<file path="src/rtl/jstk2_led_frame.sv">
// PmodJSTK2 frame engine: sends one "set LED RGB" packet (0x84, R, G, B, 0x00)
// over SPI mode 0, MSB first, and decodes the 5 joystick reply bytes captured
// during the same transfer into X/Y position and button state.
//
// SCLK timing is measured from the pin's point of view: SS_SETUP is the
// distance from ss_n falling to the first SCLK rise, so the SETUP state
// itself is shortened by the first bit's low half. Likewise FRAME_GAP is the
// time ss_n stays high before busy drops, so HOLD plus REST add up to it.
module jstk2_led_frame #(
    parameter int CLK_DIV   = 6,
    parameter int SS_SETUP  = 180,
    parameter int BYTE_GAP  = 120,
    parameter int FRAME_GAP = 300
) (
    input  logic        clk,
    input  logic        rst,
    input  logic        start,
    input  logic [23:0] rgb_color,
    output logic        busy,
    output logic        done,
    output logic        ss_n,
    output logic        sclk,
    output logic        mosi,
    input  logic        miso,
    output logic [9:0]  joy_x,
    output logic [9:0]  joy_y,
    output logic [1:0]  joy_btn
);

    // Largest value any phase counter must hold.
    localparam int MAX_AB  = (SS_SETUP > BYTE_GAP) ? SS_SETUP : BYTE_GAP;
    localparam int MAX_CD  = (FRAME_GAP > CLK_DIV) ? FRAME_GAP : CLK_DIV;
    localparam int CNT_MAX = (MAX_AB > MAX_CD) ? MAX_AB : MAX_CD;
    localparam int CNT_W   = $clog2(CNT_MAX + 1);

    // Counters run down to zero, so a phase of N cycles loads N-1.
    localparam logic [CNT_W-1:0] SETUP_LOAD = CNT_W'(SS_SETUP - CLK_DIV - 1);
    localparam logic [CNT_W-1:0] HALF_LOAD  = CNT_W'(CLK_DIV - 1);
    localparam logic [CNT_W-1:0] GAP_LOAD   = CNT_W'(BYTE_GAP - 1);
    localparam logic [CNT_W-1:0] REST_LOAD  = CNT_W'(FRAME_GAP - 2);
    localparam logic [CNT_W-1:0] CNT_ONE    = CNT_W'(1);

    localparam logic [7:0] CMD_BYTE = 8'h84;

    typedef enum logic [2:0] {
        ST_IDLE,
        ST_SETUP,
        ST_SHIFT,
        ST_GAP,
        ST_TAIL,
        ST_HOLD,
        ST_REST
    } state_t;

    state_t            state_reg, state_next;
    logic [CNT_W-1:0]  cnt_reg, cnt_next;
    logic              half_reg, half_next;      // 0: sclk low half, 1: high half
    logic [2:0]        bit_reg, bit_next;
    logic [2:0]        byte_reg, byte_next;
    logic [23:0]       rgb_reg, rgb_next;
    logic [7:0]        tx_reg, tx_next;
    logic [7:0]        rx_reg, rx_next;
    logic [7:0]        b0_reg, b0_next;
    logic [1:0]        b1_reg, b1_next;
    logic [7:0]        b2_reg, b2_next;
    logic [1:0]        b3_reg, b3_next;
    logic              sclk_reg, sclk_next;
    logic              ss_n_reg, ss_n_next;
    logic              mosi_reg, mosi_next;
    logic              busy_reg, busy_next;
    logic              done_reg, done_next;
    logic [9:0]        joy_x_reg, joy_x_next;
    logic [9:0]        joy_y_reg, joy_y_next;
    logic [1:0]        joy_btn_reg, joy_btn_next;

    logic [2:0]        byte_inc;
    logic [7:0]        next_tx_byte;

    // Transmit byte for a given packet position, using the latched colour.
    function automatic logic [7:0] tx_byte(input logic [2:0] idx, input logic [23:0] rgb);
        logic [7:0] b;
        case (idx)
            3'd0:    b = CMD_BYTE;
            3'd1:    b = rgb[23:16];
            3'd2:    b = rgb[15:8];
            3'd3:    b = rgb[7:0];
            default: b = 8'h00;
        endcase
        return b;
    endfunction

    assign byte_inc     = 3'(byte_reg + 3'd1);
    assign next_tx_byte = tx_byte(byte_inc, rgb_reg);

    // Next-state and next-output logic for the frame sequencer.
    always_comb begin
        state_next   = state_reg;
        cnt_next     = cnt_reg;
        half_next    = half_reg;
        bit_next     = bit_reg;
        byte_next    = byte_reg;
        rgb_next     = rgb_reg;
        tx_next      = tx_reg;
        rx_next      = rx_reg;
        b0_next      = b0_reg;
        b1_next      = b1_reg;
        b2_next      = b2_reg;
        b3_next      = b3_reg;
        sclk_next    = sclk_reg;
        ss_n_next    = ss_n_reg;
        mosi_next    = mosi_reg;
        busy_next    = busy_reg;
        done_next    = 1'b0;
        joy_x_next   = joy_x_reg;
        joy_y_next   = joy_y_reg;
        joy_btn_next = joy_btn_reg;

        case (state_reg)
            ST_IDLE: begin
                if (start) begin
                    state_next = ST_SETUP;
                    cnt_next   = SETUP_LOAD;
                    rgb_next   = rgb_color;
                    tx_next    = CMD_BYTE;
                    mosi_next  = CMD_BYTE[7];
                    byte_next  = 3'd0;
                    bit_next   = 3'd0;
                    half_next  = 1'b0;
                    sclk_next  = 1'b0;
                    ss_n_next  = 1'b0;
                    busy_next  = 1'b1;
                end
            end

            ST_SETUP: begin
                if (cnt_reg == '0) begin
                    state_next = ST_SHIFT;
                    cnt_next   = HALF_LOAD;
                    half_next  = 1'b0;
                    bit_next   = 3'd0;
                end else begin
                    cnt_next = cnt_reg - CNT_ONE;
                end
            end

            ST_SHIFT: begin
                if (cnt_reg != '0) begin
                    cnt_next = cnt_reg - CNT_ONE;
                end else if (!half_reg) begin
                    // Rising edge: the slave's bit is stable, capture it here.
                    sclk_next = 1'b1;
                    half_next = 1'b1;
                    cnt_next  = HALF_LOAD;
                    rx_next   = {rx_reg[6:0], miso};
                end else begin
                    sclk_next = 1'b0;
                    if (bit_reg == 3'd7) begin
                        // rx_reg already holds the full byte after the 8th rise.
                        case (byte_reg)
                            3'd0:    b0_next = rx_reg;
                            3'd1:    b1_next = rx_reg[1:0];
                            3'd2:    b2_next = rx_reg;
                            3'd3:    b3_next = rx_reg[1:0];
                            default: ;
                        endcase
                        if (byte_reg == 3'd4) begin
                            state_next = ST_TAIL;
                            cnt_next   = HALF_LOAD;
                            mosi_next  = 1'b0;
                        end else begin
                            state_next = ST_GAP;
                            cnt_next   = GAP_LOAD;
                            byte_next  = byte_inc;
                            tx_next    = next_tx_byte;
                            mosi_next  = next_tx_byte[7];
                        end
                    end else begin
                        bit_next  = 3'(bit_reg + 3'd1);
                        half_next = 1'b0;
                        cnt_next  = HALF_LOAD;
                        tx_next   = {tx_reg[6:0], 1'b0};
                        mosi_next = tx_reg[6];
                    end
                end
            end

            ST_GAP: begin
                if (cnt_reg == '0) begin
                    state_next = ST_SHIFT;
                    cnt_next   = HALF_LOAD;
                    half_next  = 1'b0;
                    bit_next   = 3'd0;
                end else begin
                    cnt_next = cnt_reg - CNT_ONE;
                end
            end

            ST_TAIL: begin
                // Final low half after the last bit, then release the slave.
                if (cnt_reg == '0) begin
                    state_next   = ST_HOLD;
                    ss_n_next    = 1'b1;
                    done_next    = 1'b1;
                    joy_x_next   = {b1_reg, b0_reg};
                    joy_y_next   = {b3_reg, b2_reg};
                    joy_btn_next = rx_reg[1:0];
                end else begin
                    cnt_next = cnt_reg - CNT_ONE;
                end
            end

            ST_HOLD: begin
                state_next = ST_REST;
                cnt_next   = REST_LOAD;
            end

            ST_REST: begin
                if (cnt_reg == '0) begin
                    state_next = ST_IDLE;
                    busy_next  = 1'b0;
                end else begin
                    cnt_next = cnt_reg - CNT_ONE;
                end
            end

            default: begin
                state_next = ST_IDLE;
                ss_n_next  = 1'b1;
                sclk_next  = 1'b0;
                mosi_next  = 1'b0;
                busy_next  = 1'b0;
            end
        endcase
    end

    // State and registered outputs; reset aborts any frame in flight.
    always_ff @(posedge clk or posedge rst) begin
        if (rst) begin
            state_reg   <= ST_IDLE;
            cnt_reg     <= '0;
            half_reg    <= 1'b0;
            bit_reg     <= 3'd0;
            byte_reg    <= 3'd0;
            rgb_reg     <= 24'h0;
            tx_reg      <= 8'h0;
            rx_reg      <= 8'h0;
            b0_reg      <= 8'h0;
            b1_reg      <= 2'b0;
            b2_reg      <= 8'h0;
            b3_reg      <= 2'b0;
            sclk_reg    <= 1'b0;
            ss_n_reg    <= 1'b1;
            mosi_reg    <= 1'b0;
            busy_reg    <= 1'b0;
            done_reg    <= 1'b0;
            joy_x_reg   <= 10'h0;
            joy_y_reg   <= 10'h0;
            joy_btn_reg <= 2'b0;
        end else begin
            state_reg   <= state_next;
            cnt_reg     <= cnt_next;
            half_reg    <= half_next;
            bit_reg     <= bit_next;
            byte_reg    <= byte_next;
            rgb_reg     <= rgb_next;
            tx_reg      <= tx_next;
            rx_reg      <= rx_next;
            b0_reg      <= b0_next;
            b1_reg      <= b1_next;
            b2_reg      <= b2_next;
            b3_reg      <= b3_next;
            sclk_reg    <= sclk_next;
            ss_n_reg    <= ss_n_next;
            mosi_reg    <= mosi_next;
            busy_reg    <= busy_next;
            done_reg    <= done_next;
            joy_x_reg   <= joy_x_next;
            joy_y_reg   <= joy_y_next;
            joy_btn_reg <= joy_btn_next;
        end
    end

    assign busy    = busy_reg;
    assign done    = done_reg;
    assign ss_n    = ss_n_reg;
    assign sclk    = sclk_reg;
    assign mosi    = mosi_reg;
    assign joy_x   = joy_x_reg;
    assign joy_y   = joy_y_reg;
    assign joy_btn = joy_btn_reg;

endmodule

</file>
<file path="config.mk">
export PLATFORM = sky130hd
export DESIGN_NAME = jstk2_led_frame
export DESIGN_NICKNAME = d
export VERILOG_FILES = /design/src/rtl/jstk2_led_frame.sv
export SDC_FILE = /design/constraint.sdc
export NUM_CORES = 1
export LEC_CHECK = 0
export ABC_CLOCK_PERIOD_IN_PS = 6300
export CORE_MARGIN = 10
export CORE_UTILIZATION = 60
export CTS_CLUSTER_SIZE = 10
export DETAILED_ROUTE_END_ITERATION = 6
export HOLD_SLACK_MARGIN = 0.08
export PLACE_DENSITY = 0.88
export SLEW_MARGIN = 15
export SYNTH_ARGS = -nofsm -noshare
export SYNTH_HDL_FRONTEND = slang
export SYNTH_SLANG_ARGS = --single-unit
</file>
<file path="constraint.sdc">
create_clock -name clk -period 6.3 [get_ports clk]
set_input_delay 0.63 -clock clk [delete_from_list [all_inputs] [get_ports clk]]
set_output_delay 0.63 -clock clk [all_outputs]
set_load 0.005 [all_outputs]
</file>
* Word-level counts from Yosys, hierarchy flattened
Cells that the tools add are included.
Word-level totals: register bits 105, output and inout bits 27, word-level logic and storage cells 137
Cells by class: add/sub/neg operators 3, equality and inequality tests 25, muxes and demuxes 54, bitwise gates (word level) 5, reduce and logical (&&, ||, !) cells 30
Operators with widths (count):
- 2-to-1 mux 9 bit | 6
- 2-to-1 mux 3 bit | 16
- case mux 9 bit (5 select lines) | 1
- 2-to-1 mux 7 bit | 6
- case mux 8 bit (4 select lines) | 1
- AND reduction 5 bit | 5
- == test 3 x 2 -> 1 bit, second input constant | 6
- inequality test 2 bit, second input constant | 9
- case mux 3 bit (6 select lines) | 1
- == test 3 bit, second input constant | 5
- 2-to-1 mux 1 bit | 15
- case mux 1 bit (3 select lines) | 5
- AND reduction 3 bit | 5
- OR reduction 5 bit | 3
- case mux 7 bit (2 select lines) | 1
- AND reduction 6 bit | 2
- == test 3 x 1 -> 1 bit, second input constant | 3
- logical NOT 3 bit | 3
- logical NOT 9 bit | 1
- case mux 3 bit (3 select lines) | 1
- nonzero test 9 bit | 1
- subtractor 9 x 1 -> 9 bit, second input constant | 1
- AND reduction 4 bit | 2
- AND reduction 7 bit | 1
- 10 further kinds | 17

* Depth between registers and ports, before layout
depth in word-level cells 8, mapped depth 9

* Least setup slack after synthesis
OpenSTA, ideal clock, no wires.
path kind flip-flop to flip-flop, start register cnt_reg[0], end register joy_x_reg[0] (netlist: joy_x[0]), setup time 0.125 ns, data arrival time 2.428 ns, required time 6.175 ns, slack 3.747 ns, stages on the path, launching flop included 10, cells stage by stage dfrtp_1 inv_1 ha_1 or4b_1 buf_2 or3_1 buf_2 nor3_4 buf_6 mux2_2
Between the ends: cells in the longest elaborated chain, start to end 2
RTL lines:
- start, declared | RTL line 56 | logic [CNT_W-1:0] cnt_reg, cnt_next;
- start signal, assigned | RTL line 261 | cnt_reg <= cnt_next;
- logical NOT 9 bit | RTL line 200 | if (cnt_reg == '0) begin
- AND reduction 2 bit (no source line)
- end signal, assigned | RTL line 277 | joy_x_reg <= joy_x_next;
- end, declared | RTL line 72 | logic [9:0] joy_x_reg, joy_x_next;
Every way passes these cells. A chain may end at the register's enable or synchronous reset.

* Worst setup path after layout
Same ends and word-level chain as after synthesis.

==> impl_metrics.env <==
export IMPL_status="finished, final reports clean"
export IMPL_drtIter0Drc=222
export IMPL_p_total_mw=1.17
export IMPL_drv_cap=0
export IMPL_cp_cell_sequence="inv_1 -> ha_1 -> or4b_1 -> or3_1 -> nor3_4 -> mux2_2"
export IMPL_clock_fmax_mhz=299
export IMPL_ctsResizeCount=0
export IMPL_vias=3523
export IMPL_mostFrequentLayoutCells="104 x dfrtp_1, 96 x nand2_1, 54 x clkdlybuf4s50_1"
export IMPL_htreeDepth=3
export IMPL_place_gp_congestion=0.904
export IMPL_final_common_cell="dfrtp_1"
export IMPL_ys_seq_area_frac=0.544
export IMPL_cts_tree="done"
export IMPL_num_antenna_cells=0
export IMPL_path_clk_slew_ps=110
export IMPL_async_reset_ff_frac=1.00
export IMPL_grt_overflow_total=0
export IMPL_cp_top_family="simple AND/OR/NAND/NOR gates"
export IMPL_p_per_area_nw_per_um2=207
export IMPL_core_region_area_um2=7770
export IMPL_cts_buffers_inserted=9
export IMPL_grt_pass1_wl_um=17700
export IMPL_cp_arrival_ps=3610
export IMPL_post_cts_buffers=0
export IMPL_power_leakage_nw=2.64
export IMPL_slowest_stage="nor3_4"
export IMPL_critPathMaxStageDelay_ps=950
export IMPL_ys_warnings_count=0
export IMPL_worst_setup_path_end_kind="flop"
export IMPL_hp_class="reg2reg"
export IMPL_rsz0062_at_grt="no"
export IMPL_finClkSkew_ps=16.9
export IMPL_synth_cell_types=52
export IMPL_final_core_util=0.726
export IMPL_final_cells=600
export IMPL_clkSinkCount=105
export IMPL_grtUsageTotal=0.185
export IMPL_worst_path_max_fanout=23
export IMPL_initial_utilization=0.622
export IMPL_min_period_ps=3340
export IMPL_drc=0
export IMPL_ctsHoldBuffers=0
export IMPL_final_nets=530
export IMPL_drive_gt1_frac=0.169
export IMPL_syn_area_um2=4830
export IMPL_critPathBufInv=1
export IMPL_num_rows=32
export IMPL_met1_length_um=4630
export IMPL_synth_seq_cells=105
export IMPL_dieArea_um2=12000
export IMPL_syn2layout_area_growth_pct=16.6
export IMPL_first_pass_iters=5
export IMPL_largest_reg_flops=24
export IMPL_synth_cells=449
export IMPL_max_slew_margin=0.241
export IMPL_wl_um=10700
export IMPL_routed_top_layer="met4"
export IMPL_synth_edf_count=0
export IMPL_tightest_slew_ps=1130
export IMPL_die_h_um=110
export IMPL_grt_max_degree=56
export IMPL_peakVddDrop_uv=177
export IMPL_path_class="reg2reg"
export IMPL_antenna_found_initial=0
export IMPL_root_buffer="clkbuf_8"
export IMPL_grt_pass1_vias=3545
export IMPL_maxSlewViolCount=0
export IMPL_synth_net_count=486
export IMPL_numPortBuffers=54
export IMPL_tns_ps=0
export IMPL_synthFlopType="dfrtp_1"
export IMPL_hpwl_um=7520
export IMPL_finalSetupViolCount=0
export IMPL_antenna_left=0
export IMPL_via_per_inst=5.87
export IMPL_min_period_over_period=0.531
export IMPL_hold_violations=0
export IMPL_start_kind="flop"
export IMPL_clock_latency_ps=380
export IMPL_io_pins=55
export IMPL_clock_path_buffers=2
export IMPL_die_w_um=110
export IMPL_required_ps=6570
export IMPL_met3_length_um=470
export IMPL_wl_per_cell_um=17.9
export IMPL_placed_cells=584
export IMPL_wl_met2_um=5470
export IMPL_syn_avg_cell_area_um2=10.8
-- where the power goes --
part / switching, mW / internal [mW]
clock network: 0.273 / 0.164
registers: 0.00521 / 0.682
logic: 0.0236 / 0.0211
total: 0.301 / 0.867
-- stage by stage --
step / setup slack [ps] / cell area, µm² / hold slack [ps]
after floorplan: 2910 / 4830 / 445
after global placement: 3130 / 5420 / 457
after detailed placement: 2990 / 5420 / 465
after CTS: 2970 / 5640 / 490
after global routing: 2820 / 5640 / 519
final: 2960 / 5640 / 496
-- worst register-to-register path, stage by stage, from the launching register on --
cell     delay (ps)
dfrtp_1         430
inv_1            70
ha_1            200
or4b_1          600
or3_1           540
nor3_4          960
mux2_2          450
-- cell usage after synthesis (all sizes together) (3+ instances only) --
cell type / n / area (µm²)
o21a: 3 / 22.5
mux2: 52 / 586
a31oi: 7 / 58.8
dfrtp: 104 / 2600
mux2i: 8 / 80.1
nand2b: 5 / 31.3
nor2: 12 / 47.6
inv: 17 / 63.8
nor3: 11 / 77.6
nand3: 8 / 40.0
o22ai: 8 / 50.1
a21oi: 10 / 50.1
a222oi: 7 / 70.1
buf: 7 / 45.0
or3: 4 / 25.0
nor2b: 3 / 18.8
a21o: 3 / 22.5
nand2: 96 / 360
ha: 9 / 113
o21ai: 25 / 125
clkbuf: 18 / 67.6
-- worst paths after layout --
path                          endpoint  depth (start not counted)  slack [ps]         from
max                           joy_x[0]                          6        2960   cnt_reg[0]
min                        rgb_reg[10]                          2         500  rgb_reg[10]
max reg2reg                   joy_x[0]                          6        2960   cnt_reg[0]
min reg2reg                rgb_reg[10]                          2         500  rgb_reg[10]
max in group asynchronous   cnt_reg[7]                          3        4510          rst
min in group asynchronous  rgb_reg[23]                          2         680          rst
-- per-layer routing --
metal	track usage	vias up
li1	-	1660
met3	0.0369	14
met4	0.0548	0
met1	0.236	1743
met5	0	-
met2	0.313	106
-- cell families after synthesis --
group,after synthesis,synth area share
muxes,60,0.138
and+or+nand+nor,152,0.145
adders and majority gates,9,0.0233
AOI/OAI and AO/OA,81,0.114
DFF,105,0.544
buffers and inverters,42,0.0365
-- cell type report --
type                            count  area (µm²)
Timing Repair Buffer               58         571
Clock inverter                      7        88.8
Tap cell                          102         128
Inverter                           17        66.3
Multi-Input combinational cell    302        2030
Fill cell                         519        2130
Sequential cell                   105        2630
Clock buffer                        9         124
Power figures use the tool's default switching activity.
